**src/rtl/e203_exu_alu_issue_buf_pkg.sv**
```systemverilog
// Shared types and sizing for the regular-ALU issue buffer.
package e203_alu_issue_pkg;

    localparam int E203_XLEN              = 32;
    localparam int E203_PC_SIZE           = 32;
    localparam int E203_DECINFO_ALU_WIDTH = 21;
    localparam int E203_DECINFO_ALU_WFI   = 20;

    localparam int DEPTH = 2;
    localparam int PTR_W = 1;
    localparam int CNT_W = 2;   // holds 0..DEPTH

    typedef struct packed {
        logic [E203_XLEN-1:0]              rs1;
        logic [E203_XLEN-1:0]              rs2;
        logic [E203_XLEN-1:0]              imm;
        logic [E203_PC_SIZE-1:0]           pc;
        logic [E203_DECINFO_ALU_WIDTH-1:0] info;
    } alu_issue_entry_t;

    typedef enum logic {
        RUN      = 1'b0,
        WFI_WAIT = 1'b1
    } issue_state_e;

endpackage

```
**src/rtl/e203_exu_alu_issue_buf_if.sv**
```systemverilog
// Dispatch-in / ALU-out handshake bundle for the issue buffer.
// master = environment (dispatch + ALU + control), slave = the buffer.
interface e203_exu_alu_issue_buf_if
    import e203_alu_issue_pkg::*;
#(
    parameter int XLEN    = E203_XLEN,
    parameter int PC_SIZE = E203_PC_SIZE,
    parameter int INFO_W  = E203_DECINFO_ALU_WIDTH
);
    logic               disp_i_valid;
    logic               disp_i_ready;
    logic [XLEN-1:0]    disp_i_rs1;
    logic [XLEN-1:0]    disp_i_rs2;
    logic [XLEN-1:0]    disp_i_imm;
    logic [PC_SIZE-1:0] disp_i_pc;
    logic [INFO_W-1:0]  disp_i_info;

    logic               alu_i_valid;
    logic               alu_i_ready;
    logic [XLEN-1:0]    alu_i_rs1;
    logic [XLEN-1:0]    alu_i_rs2;
    logic [XLEN-1:0]    alu_i_imm;
    logic [PC_SIZE-1:0] alu_i_pc;
    logic [INFO_W-1:0]  alu_i_info;

    logic               flush_req;
    logic               wfi_wake;
    logic               wfi_hold;
    logic [CNT_W-1:0]   buf_cnt;

    modport master (
        output disp_i_valid, disp_i_rs1, disp_i_rs2, disp_i_imm, disp_i_pc, disp_i_info,
        output alu_i_ready, flush_req, wfi_wake,
        input  disp_i_ready, alu_i_valid, alu_i_rs1, alu_i_rs2, alu_i_imm, alu_i_pc,
        input  alu_i_info, wfi_hold, buf_cnt
    );

    modport slave (
        input  disp_i_valid, disp_i_rs1, disp_i_rs2, disp_i_imm, disp_i_pc, disp_i_info,
        input  alu_i_ready, flush_req, wfi_wake,
        output disp_i_ready, alu_i_valid, alu_i_rs1, alu_i_rs2, alu_i_imm, alu_i_pc,
        output alu_i_info, wfi_hold, buf_cnt
    );

endinterface

```
**src/rtl/e203_exu_alu_issue_buf_fifo.sv**
```systemverilog
// Two-entry registered FIFO with flush. Read data is the head entry,
// driven straight from storage (no write-to-read bypass).
module e203_exu_alu_issue_fifo
    import e203_alu_issue_pkg::*;
(
    input  logic             clk,
    input  logic             rst_n,
    input  logic             i_enq,
    input  logic             i_deq,
    input  logic             i_flush,
    input  alu_issue_entry_t i_wdata,
    output alu_issue_entry_t o_rdata,
    output logic [CNT_W-1:0] o_cnt
);

    alu_issue_entry_t r_mem [DEPTH];
    logic [PTR_W-1:0] r_rd_ptr;
    logic [PTR_W-1:0] r_wr_ptr;
    logic [CNT_W-1:0] r_cnt;

    // Payload storage: only written on enqueue; flush leaves stale data,
    // which is harmless because the count gates validity.
    always_ff @(posedge clk) begin
        if (!rst_n) begin
            for (int i = 0; i < DEPTH; i++) r_mem[i] <= '0;
        end else if (i_enq && !i_flush) begin
            r_mem[r_wr_ptr] <= i_wdata;
        end
    end

    // Pointers and occupancy; flush returns everything to the empty state.
    always_ff @(posedge clk) begin
        if (!rst_n || i_flush) begin
            r_rd_ptr <= '0;
            r_wr_ptr <= '0;
            r_cnt    <= '0;
        end else begin
            if (i_enq) r_wr_ptr <= r_wr_ptr + PTR_W'(1);
            if (i_deq) r_rd_ptr <= r_rd_ptr + PTR_W'(1);
            r_cnt <= r_cnt + CNT_W'(i_enq) - CNT_W'(i_deq);
        end
    end

    assign o_rdata = r_mem[r_rd_ptr];
    assign o_cnt   = r_cnt;

endmodule

```
**src/rtl/e203_exu_alu_issue_buf.sv**
```systemverilog
// Regular-ALU issue buffer: 2-deep elastic FIFO between dispatch and the
// ALU, with issue blocked after a WFI op until a wake pulse arrives.
module e203_exu_alu_issue_buf
    import e203_alu_issue_pkg::*;
#(
    parameter int XLEN    = E203_XLEN,
    parameter int PC_SIZE = E203_PC_SIZE,
    parameter int INFO_W  = E203_DECINFO_ALU_WIDTH,
    parameter int WFI_BIT = E203_DECINFO_ALU_WFI
)(
    input  logic clk,
    input  logic rst_n,
    e203_exu_alu_issue_buf_if.slave io
);

    alu_issue_entry_t w_wdata;
    alu_issue_entry_t w_rdata;
    logic [CNT_W-1:0] w_cnt;
    logic             w_disp_rdy;
    logic             w_enq;
    logic             w_deq;
    logic             w_alu_vld;
    logic             w_hold;
    issue_state_e     r_state;
    issue_state_e     w_state_nxt;

    assign w_wdata = '{
        rs1:  io.disp_i_rs1[XLEN-1:0],
        rs2:  io.disp_i_rs2[XLEN-1:0],
        imm:  io.disp_i_imm[XLEN-1:0],
        pc:   io.disp_i_pc[PC_SIZE-1:0],
        info: io.disp_i_info[INFO_W-1:0]
    };

    // Ready depends only on registered count and flush, never on alu_i_ready,
    // so no combinational path exists from the ALU back to dispatch.
    assign w_disp_rdy = (w_cnt != CNT_W'(DEPTH)) | io.flush_req;
    assign w_enq      = io.disp_i_valid & w_disp_rdy & ~io.flush_req;
    assign w_deq      = w_alu_vld & io.alu_i_ready;

    e203_exu_alu_issue_fifo u_fifo (
        .clk     (clk),
        .rst_n   (rst_n),
        .i_enq   (w_enq),
        .i_deq   (w_deq),
        .i_flush (io.flush_req),
        .i_wdata (w_wdata),
        .o_rdata (w_rdata),
        .o_cnt   (w_cnt)
    );

    // WFI FSM state register.
    always_ff @(posedge clk) begin
        if (!rst_n) r_state <= RUN;
        else        r_state <= w_state_nxt;
    end

    // WFI FSM next state: a WFI op that issues parks the FSM; wake or flush
    // releases it. A wake coinciding with a WFI issue belongs to an older WFI.
    always_comb begin
        w_state_nxt = r_state;
        unique case (r_state)
            RUN:      if (w_deq && w_rdata.info[WFI_BIT]) w_state_nxt = WFI_WAIT;
            WFI_WAIT: if (io.wfi_wake || io.flush_req)    w_state_nxt = RUN;
            default:  w_state_nxt = RUN;
        endcase
    end

    // WFI FSM outputs: gate issue while parked or flushing.
    always_comb begin
        w_hold    = (r_state == WFI_WAIT);
        w_alu_vld = (w_cnt != '0) & ~w_hold & ~io.flush_req;
    end

    assign io.disp_i_ready = w_disp_rdy;
    assign io.alu_i_valid  = w_alu_vld;
    assign io.alu_i_rs1    = w_rdata.rs1;
    assign io.alu_i_rs2    = w_rdata.rs2;
    assign io.alu_i_imm    = w_rdata.imm;
    assign io.alu_i_pc     = w_rdata.pc;
    assign io.alu_i_info   = w_rdata.info;
    assign io.wfi_hold     = w_hold;
    assign io.buf_cnt      = w_cnt;

endmodule
```
**src/flat_wrapper.sv**
```systemverilog
// flat-port wrapper written by rule: the top's interface ports become plain ports
module e203_exu_alu_issue_buf_flat import e203_alu_issue_pkg::*;
#(
    parameter int XLEN    = E203_XLEN,
    parameter int PC_SIZE = E203_PC_SIZE,
    parameter int INFO_W  = E203_DECINFO_ALU_WIDTH,
    parameter int WFI_BIT = E203_DECINFO_ALU_WFI
)
  (clk, rst_n, io_disp_i_valid, io_disp_i_rs1, io_disp_i_rs2, io_disp_i_imm, io_disp_i_pc, io_disp_i_info, io_alu_i_ready, io_flush_req, io_wfi_wake, io_disp_i_ready, io_alu_i_valid, io_alu_i_rs1, io_alu_i_rs2, io_alu_i_imm, io_alu_i_pc, io_alu_i_info, io_wfi_hold, io_buf_cnt);
  e203_exu_alu_issue_buf_if #(.XLEN(XLEN), .PC_SIZE(PC_SIZE), .INFO_W(INFO_W)) io_i ();
  input  logic clk;
  input  logic rst_n;
  input wire logic [$bits(io_i.disp_i_valid)-1:0] io_disp_i_valid;
  input wire logic [$bits(io_i.disp_i_rs1)-1:0] io_disp_i_rs1;
  input wire logic [$bits(io_i.disp_i_rs2)-1:0] io_disp_i_rs2;
  input wire logic [$bits(io_i.disp_i_imm)-1:0] io_disp_i_imm;
  input wire logic [$bits(io_i.disp_i_pc)-1:0] io_disp_i_pc;
  input wire logic [$bits(io_i.disp_i_info)-1:0] io_disp_i_info;
  input wire logic [$bits(io_i.alu_i_ready)-1:0] io_alu_i_ready;
  input wire logic [$bits(io_i.flush_req)-1:0] io_flush_req;
  input wire logic [$bits(io_i.wfi_wake)-1:0] io_wfi_wake;
  output wire logic [$bits(io_i.disp_i_ready)-1:0] io_disp_i_ready;
  output wire logic [$bits(io_i.alu_i_valid)-1:0] io_alu_i_valid;
  output wire logic [$bits(io_i.alu_i_rs1)-1:0] io_alu_i_rs1;
  output wire logic [$bits(io_i.alu_i_rs2)-1:0] io_alu_i_rs2;
  output wire logic [$bits(io_i.alu_i_imm)-1:0] io_alu_i_imm;
  output wire logic [$bits(io_i.alu_i_pc)-1:0] io_alu_i_pc;
  output wire logic [$bits(io_i.alu_i_info)-1:0] io_alu_i_info;
  output wire logic [$bits(io_i.wfi_hold)-1:0] io_wfi_hold;
  output wire logic [$bits(io_i.buf_cnt)-1:0] io_buf_cnt;
  assign io_i.disp_i_valid = io_disp_i_valid;
  assign io_i.disp_i_rs1 = io_disp_i_rs1;
  assign io_i.disp_i_rs2 = io_disp_i_rs2;
  assign io_i.disp_i_imm = io_disp_i_imm;
  assign io_i.disp_i_pc = io_disp_i_pc;
  assign io_i.disp_i_info = io_disp_i_info;
  assign io_i.alu_i_ready = io_alu_i_ready;
  assign io_i.flush_req = io_flush_req;
  assign io_i.wfi_wake = io_wfi_wake;
  assign io_disp_i_ready = io_i.disp_i_ready;
  assign io_alu_i_valid = io_i.alu_i_valid;
  assign io_alu_i_rs1 = io_i.alu_i_rs1;
  assign io_alu_i_rs2 = io_i.alu_i_rs2;
  assign io_alu_i_imm = io_i.alu_i_imm;
  assign io_alu_i_pc = io_i.alu_i_pc;
  assign io_alu_i_info = io_i.alu_i_info;
  assign io_wfi_hold = io_i.wfi_hold;
  assign io_buf_cnt = io_i.buf_cnt;
  e203_exu_alu_issue_buf #(.XLEN(XLEN), .PC_SIZE(PC_SIZE), .INFO_W(INFO_W), .WFI_BIT(WFI_BIT)) u_core (.clk(clk), .rst_n(rst_n), .io(io_i));
endmodule
```
**config.mk**
```make
export PLATFORM = sky130hd
export DESIGN_NAME = e203_exu_alu_issue_buf_flat
export DESIGN_NICKNAME = d
export VERILOG_FILES = /design/src/rtl/e203_exu_alu_issue_buf_pkg.sv /design/src/rtl/e203_exu_alu_issue_buf_if.sv /design/src/rtl/e203_exu_alu_issue_buf_fifo.sv /design/src/rtl/e203_exu_alu_issue_buf.sv /design/src/flat_wrapper.sv
export SDC_FILE = /design/constraint.sdc
export NUM_CORES = 1
export LEC_CHECK = 0
export ABC_AREA = 0
export CAP_MARGIN = 20
export CELL_PAD_IN_SITES_DETAIL_PLACEMENT = 0
export CELL_PAD_IN_SITES_GLOBAL_PLACEMENT = 1
export CORE_MARGIN = 2
export CORE_UTILIZATION = 44
export DETAILED_ROUTE_END_ITERATION = 8
export PLACE_DENSITY_LB_ADDON = 0.1
export RECOVER_POWER = 50
export SYNTH_ARGS = -nofsm -noshare
export SYNTH_HDL_FRONTEND = slang
export SYNTH_SLANG_ARGS = --single-unit
export TNS_END_PERCENT = 30
```
**constraint.sdc**
```tcl
create_clock -name clk -period 40.2 [get_ports clk]
set_clock_uncertainty 0.1 [all_clocks]
set_input_delay 8.04 -clock clk [delete_from_list [all_inputs] [get_ports clk]]
set_output_delay 8.04 -clock clk [all_outputs]
set_load 0.1 [all_outputs]
```
# Yosys cells after proc, flatten, opt, wreduce, memory -nomap -nowiden

Memories as Yosys holds them, arrays and structs flattened. A register that Yosys moved wholly into a read port is not among the register bits.
Cells that the tools add are included.

Bitwise logic cells: 8
Add/subtract/negate cells: 4
Multiplexer cells: 12
Reduce and logical (&&, ||, !) cells: 8
Equal/unequal tests: 1

Operators with widths:

| kind                                         | number |
|---|---|
| 149-bit two-way mux                          | 1 |
| 149-bit OR reduction                         | 1 |
| 1-bit two-way mux                            | 10 |
| 1-bit AND                                    | 5 |
| 1-bit adder, second input constant           | 2 |
| 2-bit by 1-bit adder with 2-bit output       | 1 |
| 1-bit logical AND                            | 2 |
| 1-bit zero test                              | 2 |
| 1-bit logical OR                             | 2 |
| 2-bit inequality test, second input constant | 1 |
| 1-bit NOT                                    | 2 |
| 1-bit case mux with 2 select lines           | 1 |
| 2-bit nonzero test                           | 1 |
| 2-bit by 1-bit subtractor with 2-bit output  | 1 |
| 1-bit OR                                     | 1 |

Output and inout port bits: 154
Register bits after elaboration: 5
Bits of input ports: 155
Memories: 1
Bits in writable memories: 298

Memories:

| memory              | depth | bits a word | rd ports | clocked after memory_dff | write ports | RTL line                          | text |
|---|---|---|---|---|---|---|---|
| u_core.u_fifo.r_mem | 2     | 149         | 1        | 1                        | 2           | e203_exu_alu_issue_buf_fifo.sv:16 | `alu_issue_entry_t r_mem [DEPTH];` |

# Logic depth before layout (Yosys ltp)

Depth in word-level cells: 10
Depth in mapped cells: 9
Gate-level depth less buffers: 8

# Hierarchy

From an unflattened synthesis, not the netlist that was laid out.

Cell total of the unflattened synthesis: 861
Area, all modules: 13560.5 um^2

Modules (own cells, without submodules):

| module                  | instances | cells each | area an instance (um^2) |
|---|---|---|---|
| e203_exu_alu_issue_fifo | 1         | 852        | 13484.2 |
| e203_exu_alu_issue_buf  | 1         | 9          | 76.3 |

# Worst setup path before layout

No wires, ideal clock.

Kind: input -> register
Start point: input port io_disp_i_valid
End point: memory u_core.u_fifo.r_mem[0][0] (netlist name) (enable)
Path slack: 15.945 ns
Stages: 2
Data arrival time: 23.095 ns
Cell sequence: inv_1 -> o41ai_1

RTL lines:

| item        | RTL line                          | text |
|---|---|---|
| from (decl) | flat_wrapper.sv:13                | `input wire logic [$bits(io_i.disp_i_valid)-1:0] io_disp_i_valid;` |
| to (decl)   | e203_exu_alu_issue_buf_fifo.sv:16 |  |

# Worst setup path after layout

Start point: input port io_flush_req
End point: output port io_alu_i_valid

Cells in the longest elaborated chain, start to end: 2

Ends and longest elaborated chain:

| item        | RTL line                     | text |
|---|---|---|
| from (decl) | flat_wrapper.sv:20           | `input wire logic [$bits(io_i.flush_req)-1:0] io_flush_req;` |
| 1-bit NOT   | e203_exu_alu_issue_buf.sv:72 | `w_alu_vld = (w_cnt != '0) & ~w_hold & ~io.flush_req;` |
| 1-bit AND   | e203_exu_alu_issue_buf.sv:72 |  |
| to (decl)   | flat_wrapper.sv:23           | `output wire logic [$bits(io_i.alu_i_valid)-1:0] io_alu_i_valid;` |

No other way between the ends.

==> metrics.txt <==
area delta synth->final=32.8%; Simple-Gate Fraction of Synth Area=15.3%; DRT Pass-1 Iters=4; Max IR drop VDD=31.7 µV; Inserted Clock Buffers=34; post-synthesis adder-cell area fraction=0.190%; Tmin final=18.18 ns; register area=0.00907 mm²; clk_lat worst skew=0.50 ns; Mean Syn Cell Area=15.8 µm²; register area share after synthesis=68.8%; vias per inst=4.80; Residual DRC=0; max incr delay on CP=1.16 ns; DP HPWL=17.2 mm; setup_tns=0 ns; global-route wire length before repair=43.6 mm; Leakage=6.44 nW; Synth Flop Type=edfxtp_1; CTS max path bufs=3; top cells by area, synth=edfxtp_1, and2_1, mux2_2; CTS tree=yes; I/O pin count=309; Core Box Area=0.0296 mm²; post-DR wirelength/cell=18.5 µm; FILL cells=2403; area leader, netlist=edfxtp_1; Die Wd=177 µm; Pins Over Slew Limit=361; Initial Util=44.6%; # clock sinks=304; Rows=63; type of the worst min-delay path=reg -> reg; ys async rst share=0%; CP Max Fanout=8; transition time of the tightest slew-check pin=8.93 ns; Max Fclk=0.0550 GHz; DP Worst Slack=22.11 ns; hold_buf cts=0; dpl cells=1492; Power Dens Cells=46.2 mW/mm²; GRT Overall Usage=18.2%; total number of vias=7474; Final Hold Fails=0; antenna violations before repair=6; slowest stage cell, crit path=clkdlybuf4s50_1; full die area=0.0314 mm²; Seq cells post-synth=304; vias in the first global route=7767; largest net degree at the start of global routing=150; WP data arrival=10.04 ns; H-tree Lvls=2; Max Cap Viol=5; share of the synthesized area in the top cell type=67.9%; final period utilization=45.2%; critical path capture point type=primary output; CP Launch Type=input pin; XOR/XNOR Fraction of Synth Area=0.0664%; synthesized cell area=0.0132 mm²; kind of critical path=in -> out; final worst slack=22.02 ns; Post-Synthesis Net Count=992; Post-Route WL=28.8 mm; RD Place Congestion=0.716; Clock transition at path regs=0.05 ns; post-route ant nets=0; post-synthesis mux area share=12.9%; status=finished, violations left; main combinational cell family by area after synthesis=simple AND/OR/NAND/NOR gates; WP data required=32.06 ns; Post-synth EDFFs=298; failing checks=max-capacitance violations, max-slew violations; CP cell instances=dlygate4sd3_1 > nor3_1 > clkdlybuf4s50_1; normalized max-slew margin=-496%; RSZ-0062 raised after global routing=false; Syn Inst Count=835; Yosys Warn Count=0; area of the multi-input gates=0.00374 mm²; die height=177 µm; DRT iter0 DRCs=448; post-cts repair resize count=0; root buffer cell=clkbuf_16; library cells used by synthesis=26; Cell Count, Final, Fillers Out=1556; grt ovf=0; layout cells sized above 1=16.9%; nets=1295; post-synthesis compound-gate area fraction=0.180%; Final Setup Violations=0; # Post-CTS Setup Buffers=0; Port Buffer Count=308
[flip-flops by register name, summed over array words and instances (netlist names), named ones only]
name,cells
u_core.u_fifo.r_rd_ptr,1
u_core.u_fifo.r_mem,298
u_core.u_fifo.o_cnt,2
u_core.io.wfi_hold,1
u_core.u_fifo.r_wr_ptr,1
[cell usage in the layout, fill, tap and decap left out, types with 2 or more instances in the layout]
cell and instances:
nor2_1 4, and2_0 58, clkbuf_16 37, clkdlybuf4s50_1 304, edfxtp_1 298, nor4_1 2
mux2_2 149, clkinv_2 3, diode_2 3, dlygate4sd3_1 4, nor3_1 3, clkbuf_1 14
nand2_1 3, inv_1 3, and2_1 242, dfxtp_1 5, nand2b_1 4, ha_1 2
clkinv_1 11, mux2i_1 2, buf_4 4
[cell families after synthesis]
| kind of cell | Yosys count |
|---|---|
| AND/OR/NAND/NOR | 320 |
| adder cells (fa/ha/maj) | 2 |
| AO/OA/AOI/OAI | 3 |
| XOR/XNOR | 1 |
| buffers and inverters | 54 |
| multiplexers | 151 |
| flip-flops | 304 |
[final timing paths]
kind	from	to	slack, ns	depth (start not counted)
max reg2reg	u_core.u_fifo.o_cnt[1]	u_core.u_fifo.r_mem[0][95]	32.22	3
max	io_flush_req	io_alu_i_valid	22.02	3
min	u_core.u_fifo.r_rd_ptr	flop	0.38	2
min reg2reg	u_core.u_fifo.r_rd_ptr	flop	0.38	2
[cell type report]
class                      instances  area share (%)
antenna                            3          0.0429
tap                              390            2.79
multi-input combinational        477            21.4
clock inverter                    15           0.493
timing repair buffer             317            17.9
inverter                           4          0.0858
clock buffer                      46            5.48
sequential                       304            51.8
[stage by stage]
step / util [%] / hold WS [ns] / instance area, µm² / total power [W]
after detailed placement: 55.9 / 0.365 / 16500 / 0.000523
final: 59.2 / 0.377 / 17500 / 0.000809
after global routing: 59.2 / 0.420 / 17500 / 0.000837
after floorplan: - / 0.352 / 13200 / 0.000483
after CTS: 59.4 / 0.375 / 17600 / 0.000816
after global placement: 55.9 / 0.355 / 16500 / 0.000521
[cell usage after synthesis, types with 3 or more instances]
cell type / count
and2_1: 300
buf_2: 13
buf_4: 11
buf_6: 11
clkbuf_1: 13
dfxtp_1: 6
edfxtp_1: 298
inv_1: 3
mux2_2: 149
nand2_1: 3
nand2b_1: 4
nor2_1: 4
nor3_1: 3
[routing by layer]
layer | vias up | global-route usage, % | part of all wire, %
met5 | - | 0 | 0.097
met2 | 204 | 29.6 | 49
met1 | 3627 | 22.5 | 40
met4 | 4 | 5.79 | 2.2
li1 | 3587 | - | -
met3 | 52 | 6.68 | 8.9
[critical path, delay by kind of cell]
family | cells | cell delay [ns]
simple gates | 1 | 0.21
buf+inv | 2 | 1.80
[power breakdown]
group	total (W)	internal [W]	leakage, nW	switching, W
registers	0.000373	0.000369	3.17	0.00000373
clock network	0.000292	0.000173	0.510	0.000119
logic	0.000144	0.0000408	2.77	0.000104
No activity file was read; power rests on OpenSTA's default activity.
